`src/rtl/tweet_ram_sched_pkg.sv`:
```
// Shared constants and FSM state type for the tweet RAM scheduler.
package tweet_ram_sched_pkg;

  localparam int         DEPTH     = 256;
  localparam int         MAX_CHARS = 160;
  localparam logic [7:0] BS_CODE   = 8'h08;
  localparam int         VALID_BIT = 15;

  typedef enum logic [2:0] {
    IDLE    = 3'd0,
    CLEAR   = 3'd1,
    RD_ADDR = 3'd2,
    RD_WAIT = 3'd3,
    RD_HOLD = 3'd4
  } state_t;

  // Stored word: valid flag on top, character in the low byte.
  function automatic logic [15:0] char_word(input logic [7:0] c);
    return {1'b1, 7'b0, c};
  endfunction

endpackage

```
`src/rtl/tweet_ram_sched_if.sv`:
```
// Request/playback/RAM signal bundle between the serial front end, the scheduler and the RAM.
interface tweet_ram_sched_if;

  logic        clr_start;
  logic        clr_busy;
  logic        wr_req;
  logic [7:0]  wr_data;
  logic        wr_ack;
  logic        wr_drop;
  logic        rd_start;
  logic        rd_valid;
  logic [7:0]  rd_data;
  logic        rd_ready;
  logic        rd_done;
  logic [7:0]  char_count;
  logic        full;
  logic        ram_write;
  logic [7:0]  ram_addr;
  logic [15:0] ram_din;
  logic [15:0] ram_dout;

  modport slave (
    input  clr_start, wr_req, wr_data, rd_start, rd_ready, ram_dout,
    output clr_busy, wr_ack, wr_drop, rd_valid, rd_data, rd_done,
           char_count, full, ram_write, ram_addr, ram_din
  );

  modport master (
    output clr_start, wr_req, wr_data, rd_start, rd_ready, ram_dout,
    input  clr_busy, wr_ack, wr_drop, rd_valid, rd_data, rd_done,
           char_count, full, ram_write, ram_addr, ram_din
  );

endinterface

```
`src/rtl/tweet_ram_sched.sv`:
```
// Sole owner of the 256x16 tweet RAM: bulk clear > rx byte write/backspace > playback read.
// state   | meaning
// IDLE    | arbitrate clear / write / playback start
// CLEAR   | sweep zeros over every word
// RD_ADDR | end-of-text check, present playback address
// RD_WAIT | RAM word arrives, latch character
// RD_HOLD | character offered to the transmitter
module tweet_ram_sched
  import tweet_ram_sched_pkg::*;
(
  input logic sysclk,
  input logic reset,
  tweet_ram_sched_if.slave bus
);

  localparam logic [7:0] LAST_ADDR = 8'(DEPTH - 1);
  localparam logic [7:0] MAX_COUNT = 8'(MAX_CHARS);

  state_t      state;
  logic [7:0]  cnt;
  logic [7:0]  char_count;
  logic [7:0]  rd_data_q;
  logic [7:0]  ram_addr_q;
  logic [15:0] ram_din_q;
  logic        init_pend;
  logic        clr_busy_q, wr_ack_q, wr_drop_q, rd_valid_q, rd_done_q, ram_write_q;
  logic        full, is_bs, clr_go, wr_take, do_write;

  assign full    = (char_count == MAX_COUNT);
  assign is_bs   = (bus.wr_data == BS_CODE);
  assign clr_go  = bus.clr_start || (state == IDLE && init_pend);
  // A request still high in the ack cycle is the one just consumed.
  assign wr_take  = bus.wr_req && !wr_ack_q;
  assign do_write = !clr_go && wr_take &&
                    (state == IDLE || (state == RD_HOLD && !bus.rd_ready));

  always_ff @(posedge sysclk) begin
    if (reset) begin
      state       <= IDLE;
      cnt         <= '0;
      char_count  <= '0;
      init_pend   <= 1'b1;
      clr_busy_q  <= 1'b0;
      wr_ack_q    <= 1'b0;
      wr_drop_q   <= 1'b0;
      rd_valid_q  <= 1'b0;
      rd_data_q   <= '0;
      rd_done_q   <= 1'b0;
      ram_write_q <= 1'b0;
      ram_addr_q  <= '0;
      ram_din_q   <= '0;
    end else begin
      ram_write_q <= 1'b0;
      wr_ack_q    <= 1'b0;
      wr_drop_q   <= 1'b0;
      rd_done_q   <= 1'b0;
      if (clr_go) begin
        state       <= CLEAR;
        init_pend   <= 1'b0;
        cnt         <= '0;
        clr_busy_q  <= 1'b1;
        rd_valid_q  <= 1'b0;
        ram_write_q <= 1'b1;
        ram_addr_q  <= '0;
        ram_din_q   <= '0;
      end else begin
        case (state)
          IDLE: begin
            if (!wr_take && bus.rd_start) begin
              cnt        <= '0;
              ram_addr_q <= '0;
              state      <= RD_ADDR;
            end
          end
          CLEAR: begin
            if (cnt == LAST_ADDR) begin
              char_count <= '0;
              clr_busy_q <= 1'b0;
              ram_addr_q <= '0;
              state      <= IDLE;
            end else begin
              cnt         <= cnt + 8'd1;
              ram_addr_q  <= cnt + 8'd1;
              ram_write_q <= 1'b1;
            end
          end
          RD_ADDR: begin
            if (cnt >= char_count) begin
              rd_done_q <= 1'b1;
              state     <= IDLE;
            end else begin
              ram_addr_q <= cnt;
              state      <= RD_WAIT;
            end
          end
          RD_WAIT: begin
            rd_data_q <= bus.ram_dout[7:0];
            if (!bus.ram_dout[VALID_BIT]) begin
              rd_done_q <= 1'b1;
              state     <= IDLE;
            end else begin
              rd_valid_q <= 1'b1;
              state      <= RD_HOLD;
            end
          end
          RD_HOLD: begin
            // Next address goes out now so the registered RAM has it ready by RD_WAIT.
            if (bus.rd_ready) begin
              rd_valid_q <= 1'b0;
              cnt        <= cnt + 8'd1;
              ram_addr_q <= cnt + 8'd1;
              state      <= RD_ADDR;
            end
          end
          default: state <= IDLE;
        endcase

        if (do_write) begin
          wr_ack_q <= 1'b1;
          if (!is_bs && !full) begin
            ram_write_q <= 1'b1;
            ram_addr_q  <= char_count;
            ram_din_q   <= char_word(bus.wr_data);
            char_count  <= char_count + 8'd1;
          end else if (is_bs && char_count != 8'd0) begin
            ram_write_q <= 1'b1;
            ram_addr_q  <= char_count - 8'd1;
            ram_din_q   <= '0;
            char_count  <= char_count - 8'd1;
          end else begin
            wr_drop_q <= 1'b1;
          end
        end
      end
    end
  end

  assign bus.clr_busy   = clr_busy_q;
  assign bus.wr_ack     = wr_ack_q;
  assign bus.wr_drop    = wr_drop_q;
  assign bus.rd_valid   = rd_valid_q;
  assign bus.rd_data    = rd_data_q;
  assign bus.rd_done    = rd_done_q;
  assign bus.char_count = char_count;
  assign bus.full       = full;
  assign bus.ram_write  = ram_write_q;
  assign bus.ram_addr   = ram_addr_q;
  assign bus.ram_din    = ram_din_q;

endmodule

```
`src/flat_wrapper.sv`:
```
// flat-port wrapper written by rule: the top's interface ports become plain ports
module tweet_ram_sched_flat import tweet_ram_sched_pkg::*;
  (sysclk, reset, bus_clr_start, bus_wr_req, bus_wr_data, bus_rd_start, bus_rd_ready, bus_ram_dout, bus_clr_busy, bus_wr_ack, bus_wr_drop, bus_rd_valid, bus_rd_data, bus_rd_done, bus_char_count, bus_full, bus_ram_write, bus_ram_addr, bus_ram_din);
  tweet_ram_sched_if bus_i ();
  input logic sysclk;
  input logic reset;
  input wire logic [$bits(bus_i.clr_start)-1:0] bus_clr_start;
  input wire logic [$bits(bus_i.wr_req)-1:0] bus_wr_req;
  input wire logic [$bits(bus_i.wr_data)-1:0] bus_wr_data;
  input wire logic [$bits(bus_i.rd_start)-1:0] bus_rd_start;
  input wire logic [$bits(bus_i.rd_ready)-1:0] bus_rd_ready;
  input wire logic [$bits(bus_i.ram_dout)-1:0] bus_ram_dout;
  output wire logic [$bits(bus_i.clr_busy)-1:0] bus_clr_busy;
  output wire logic [$bits(bus_i.wr_ack)-1:0] bus_wr_ack;
  output wire logic [$bits(bus_i.wr_drop)-1:0] bus_wr_drop;
  output wire logic [$bits(bus_i.rd_valid)-1:0] bus_rd_valid;
  output wire logic [$bits(bus_i.rd_data)-1:0] bus_rd_data;
  output wire logic [$bits(bus_i.rd_done)-1:0] bus_rd_done;
  output wire logic [$bits(bus_i.char_count)-1:0] bus_char_count;
  output wire logic [$bits(bus_i.full)-1:0] bus_full;
  output wire logic [$bits(bus_i.ram_write)-1:0] bus_ram_write;
  output wire logic [$bits(bus_i.ram_addr)-1:0] bus_ram_addr;
  output wire logic [$bits(bus_i.ram_din)-1:0] bus_ram_din;
  assign bus_i.clr_start = bus_clr_start;
  assign bus_i.wr_req = bus_wr_req;
  assign bus_i.wr_data = bus_wr_data;
  assign bus_i.rd_start = bus_rd_start;
  assign bus_i.rd_ready = bus_rd_ready;
  assign bus_i.ram_dout = bus_ram_dout;
  assign bus_clr_busy = bus_i.clr_busy;
  assign bus_wr_ack = bus_i.wr_ack;
  assign bus_wr_drop = bus_i.wr_drop;
  assign bus_rd_valid = bus_i.rd_valid;
  assign bus_rd_data = bus_i.rd_data;
  assign bus_rd_done = bus_i.rd_done;
  assign bus_char_count = bus_i.char_count;
  assign bus_full = bus_i.full;
  assign bus_ram_write = bus_i.ram_write;
  assign bus_ram_addr = bus_i.ram_addr;
  assign bus_ram_din = bus_i.ram_din;
  tweet_ram_sched u_core (.sysclk(sysclk), .reset(reset), .bus(bus_i));
endmodule
```
`config.mk`:
```
export PLATFORM = sky130hd
export DESIGN_NAME = tweet_ram_sched_flat
export DESIGN_NICKNAME = d
export VERILOG_FILES = /design/src/rtl/tweet_ram_sched_pkg.sv /design/src/rtl/tweet_ram_sched_if.sv /design/src/rtl/tweet_ram_sched.sv /design/src/flat_wrapper.sv
export SDC_FILE = /design/constraint.sdc
export NUM_CORES = 1
export LEC_CHECK = 0
export ABC_AREA = 1
export BUFFER_PORTS_ARGS = -buffer_cell sky130_fd_sc_hd__clkbuf_2
export CAP_MARGIN = 20
export CORE_AREA = 4 4 65 111
export DETAILED_ROUTE_END_ITERATION = 16
export DIE_AREA = 0 0 69 115
export PLACE_DENSITY = 0.84
export SLEW_MARGIN = 20
export SYNTH_ARGS = -nofsm -noshare
export SYNTH_HDL_FRONTEND = slang
export SYNTH_SLANG_ARGS = --single-unit
export TNS_END_PERCENT = 30
```
`constraint.sdc`:
```
create_clock -name sysclk -period 2.4 [get_ports sysclk]
set_clock_uncertainty 0.15 [all_clocks]
set_input_delay 0.24 -clock sysclk [delete_from_list [all_inputs] [get_ports sysclk]]
set_output_delay 0.24 -clock sysclk [all_outputs]
set_load 0.01 [all_outputs]
```
==> flow_summary_export.csv <==
group,metric,value,unit
synthesis,syn_area,3310,um^2
power_and_ir_drop,pwr-share-comb,14.1,%
clock_network,holdBufCountCts,0,
critical_path,critical_path_class,"reg -> reg",
status,run_status,"complete, no violations",
power_and_ir_drop,pwr-share-clk,33.2,%
floorplan,std_cell_rows,38,
global_route,grt_pass1_vias,3349,
synthesis,ys_seq_area_share,30.9,%
floorplan,die_area,7940,um^2
clock_network,cts_tree,"built",
route,routed_via_density,5.24,
floorplan,die_w,69,um
clock_network,cts_root_buf,"clkbuf_8",
route,first_iter_violations,209,
power_and_ir_drop,ir_worst_vdd,0.481,mV
timing,setup_viol,0,
floorplan,io_pins,77,
power_and_ir_drop,p_leak,0.00189,uW
timing,max_freq,0.462,GHz
clock_network,worstSkewPairLatency,330,ps
timing,hold_violations,0,
synthesis,synthCells,491,
floorplan,initial_utilization,52.7,%
timing,grt_setup_unrepaired,"false",
floorplan,die_h,115,um
route,num_vias,3343,
global_route,antenna_found_initial,0,
clock_network,ctsResizeCount,0,
route,drcViolationCount,0,
power_and_ir_drop,intPower,1160,uW
clock_network,cts.clk_slew.worst_paths,90,ps
critical_path,crit_fanout,7,
placement,place_congestion,0.948,
clock_network,cts_buffers,5,
layout,final_common_cell,"nand2_1",
layout,nNetsFinal,599,
route,wl_per_cell,13.8,um
global_route,grt-ovfl-total,0,
clock_network,cts_sinks,51,
layout,final_area,3790,um^2
synthesis,ys_types,35,
layout,layout_common_cells,"nand2_1 (145), clkbuf_2 (62), inv_1 (52), dfxtp_1 (51), nor2_1 (37)",
synthesis,yosysWarnings,0,
critical_path,startpoint_type,"flop",
synthesis,synth_area_per_cell,6.74,um^2
route,drt_first_pass_iters,5,
global_route,globalRouteTotalUtil,22.4,%
global_route,grt_pass1_wl,14.6,mm
floorplan,coreArea,6280,um^2
timing,setup-tns-final,0,ps
clock_network,htreeDepth,2,
power_and_ir_drop,p_sw,485,uW
synthesis,synth-seq-cells,51,
critical_path,endpoint_kind,"flop",
placement,placed_cell_area,3690,um^2
timing,fin_crit_sh,90.1,%
power_and_ir_drop,power.density,436,nW/um^2
layout,areaGrowthSynthToFinish,14.4,%
flow_run,cap_violations,0,
critical_path,cp_data_required_time,2510,ps
clock_network,postCtsSetupBuffers,0,
layout,n_antenna_cell,0,
route,wirelength,8.79,mm
hold_path,hp-class,"in -> reg",
route,final_antenna_net_count,0,
power_and_ir_drop,switching_share,29.4,%
timing,maxSlewViolCount,0,
placement,portBuffers,62,
critical_path,worstPathArrival,2270,ps
global_route,grt_max_degree,17,
power_and_ir_drop,pwr-share-seq,52.6,%
timing,min_period,2160,ps
clock_network,cts_max_path_buffers,2,
placement,hpwl,6.91,mm
layout,drive_gt1_share,23.5,%
-- flip-flops by register name (all words and copies together) (netlist names) --
signal and count:
u_core.state 3, u_core.bus.rd_data 8, u_core.init_pend 1, u_core.bus.rd_done 1, u_core.bus.ram_addr 8, u_core.bus.wr_ack 1
u_core.bus.rd_valid 1, u_core.bus.ram_din 9, u_core.bus.ram_write 1, u_core.bus.char_count 8, u_core.bus.wr_drop 1, u_core.cnt 8
u_core.bus.clr_busy 1
-- metrics by stage --
step                      setup slack, ps  utilization [%]  power (uW)  hold WS (ps)  cells
after global routing                 35.5             60.3        1720          22.4    638
after detailed placement              283             58.8        1120           291    630
after global placement                331             58.8        1110           285    630
after floorplan                       350                -        1060           159    497
after CTS                             276             60.3        1660          8.57    638
final                                 238             60.3        1650          19.0    638
-- worst max-delay path, cell delays in order, from the launching register on --
cell and delay (ps):
dfxtp_1 540, inv_1 110, ha_1 230, nand2_2 110
nor2_4 60, nor2_1 350, o21ai_0 210, o21ai_0 120
nand2_1 90, a21oi_2 130
-- worst paths after layout --
check	start	end	slack [ps]	cells after the start
worst max-delay path	u_core.bus.char_count[0]$_SDFFE_PP0P_	u_core.bus.char_count[3]$_SDFFE_PP0P_	240	9
worst min-delay path	bus_ram_dout[0]	u_core.bus.rd_data[0]$_SDFFE_PP0P_	20	3
worst max register to register	u_core.bus.char_count[0]$_SDFFE_PP0P_	u_core.bus.char_count[3]$_SDFFE_PP0P_	240	9
worst min register to register	u_core.bus.ram_din[3]$_SDFFE_PP0P_	u_core.bus.ram_din[3]$_SDFFE_PP0P_	310	2
-- Yosys cell counts --
cell      number  share of area [%]
nand2_1      145                 16
inv_1         52                5.9
dfxtp_1       51                 31
nor2_1        37                4.2
nand3_1       35                5.3
a21oi_1       26                3.9
o21ai_0       22                3.3
nand2_2       13                2.5
ha_1          12                4.5
buf_4          9                2.0
inv_2          9                1.0
nand4_1        9                1.7
xor2_1         9                2.4
o21ai_1        8                1.2
nor2_4         7                2.4
nand2_4        6                2.0
buf_2          5               0.76
nor3_1         5               0.76
a31oi_1        4               0.76
nor2_2         3               0.57
nor2_8         3                1.8
a21oi_2        2               0.53
buf_6          2               0.68
clkbuf_1       2               0.23
inv_4          2               0.38
nor3_2         2               0.60
o21ai_2        2               0.53
o22ai_1        2               0.38
a211oi_1       1               0.23
conb_1         1               0.11
nand2_8        1               0.60
nand3_2        1               0.30
o21a_1         1               0.23
o21bai_4       1               0.57
xnor2_1        1               0.26
-- layout make-up --
type / instances / area [um^2]
fillers: 604 / 2490
inverters: 63 / 241
flip-flops and latches: 51 / 1020
well taps: 80 / 100
clock inverters: 2 / 16.3
multi-input cells: 365 / 1950
clock buffers: 6 / 82.6
repair buffers: 71 / 378
-- layer usage --
metal	part of all wire, %	GRT usage [%]
met2	55	42.7
met3	5.0	4.37
met1	36	21.1
met4	4.2	15.9
met5	0	0
-- cell families (layout without fill, tap and decap cells) --
logic type,count (synthesis),after routing,share of synthesized area (%)
simple gates,267,267,39.2
compound gates,69,69,11.7
xor+xnor,10,10,2.65
flops,51,51,30.9
fa+ha+maj,12,12,4.54
other cells,1,7,0.113
buf+inv,81,142,11.0
-- power by group through the flow --
stage,registers [uW],clock network (uW),logic (uW)
2_1_floorplan,889,0,173
3_3_place_gp,887,0,227
3_5_place_dp,888,0,232
4_1_cts,868,562,233
5_1_grt,870,592,257
6_report,869,548,233
Note: power is estimated with default switching activity, not from simulation.
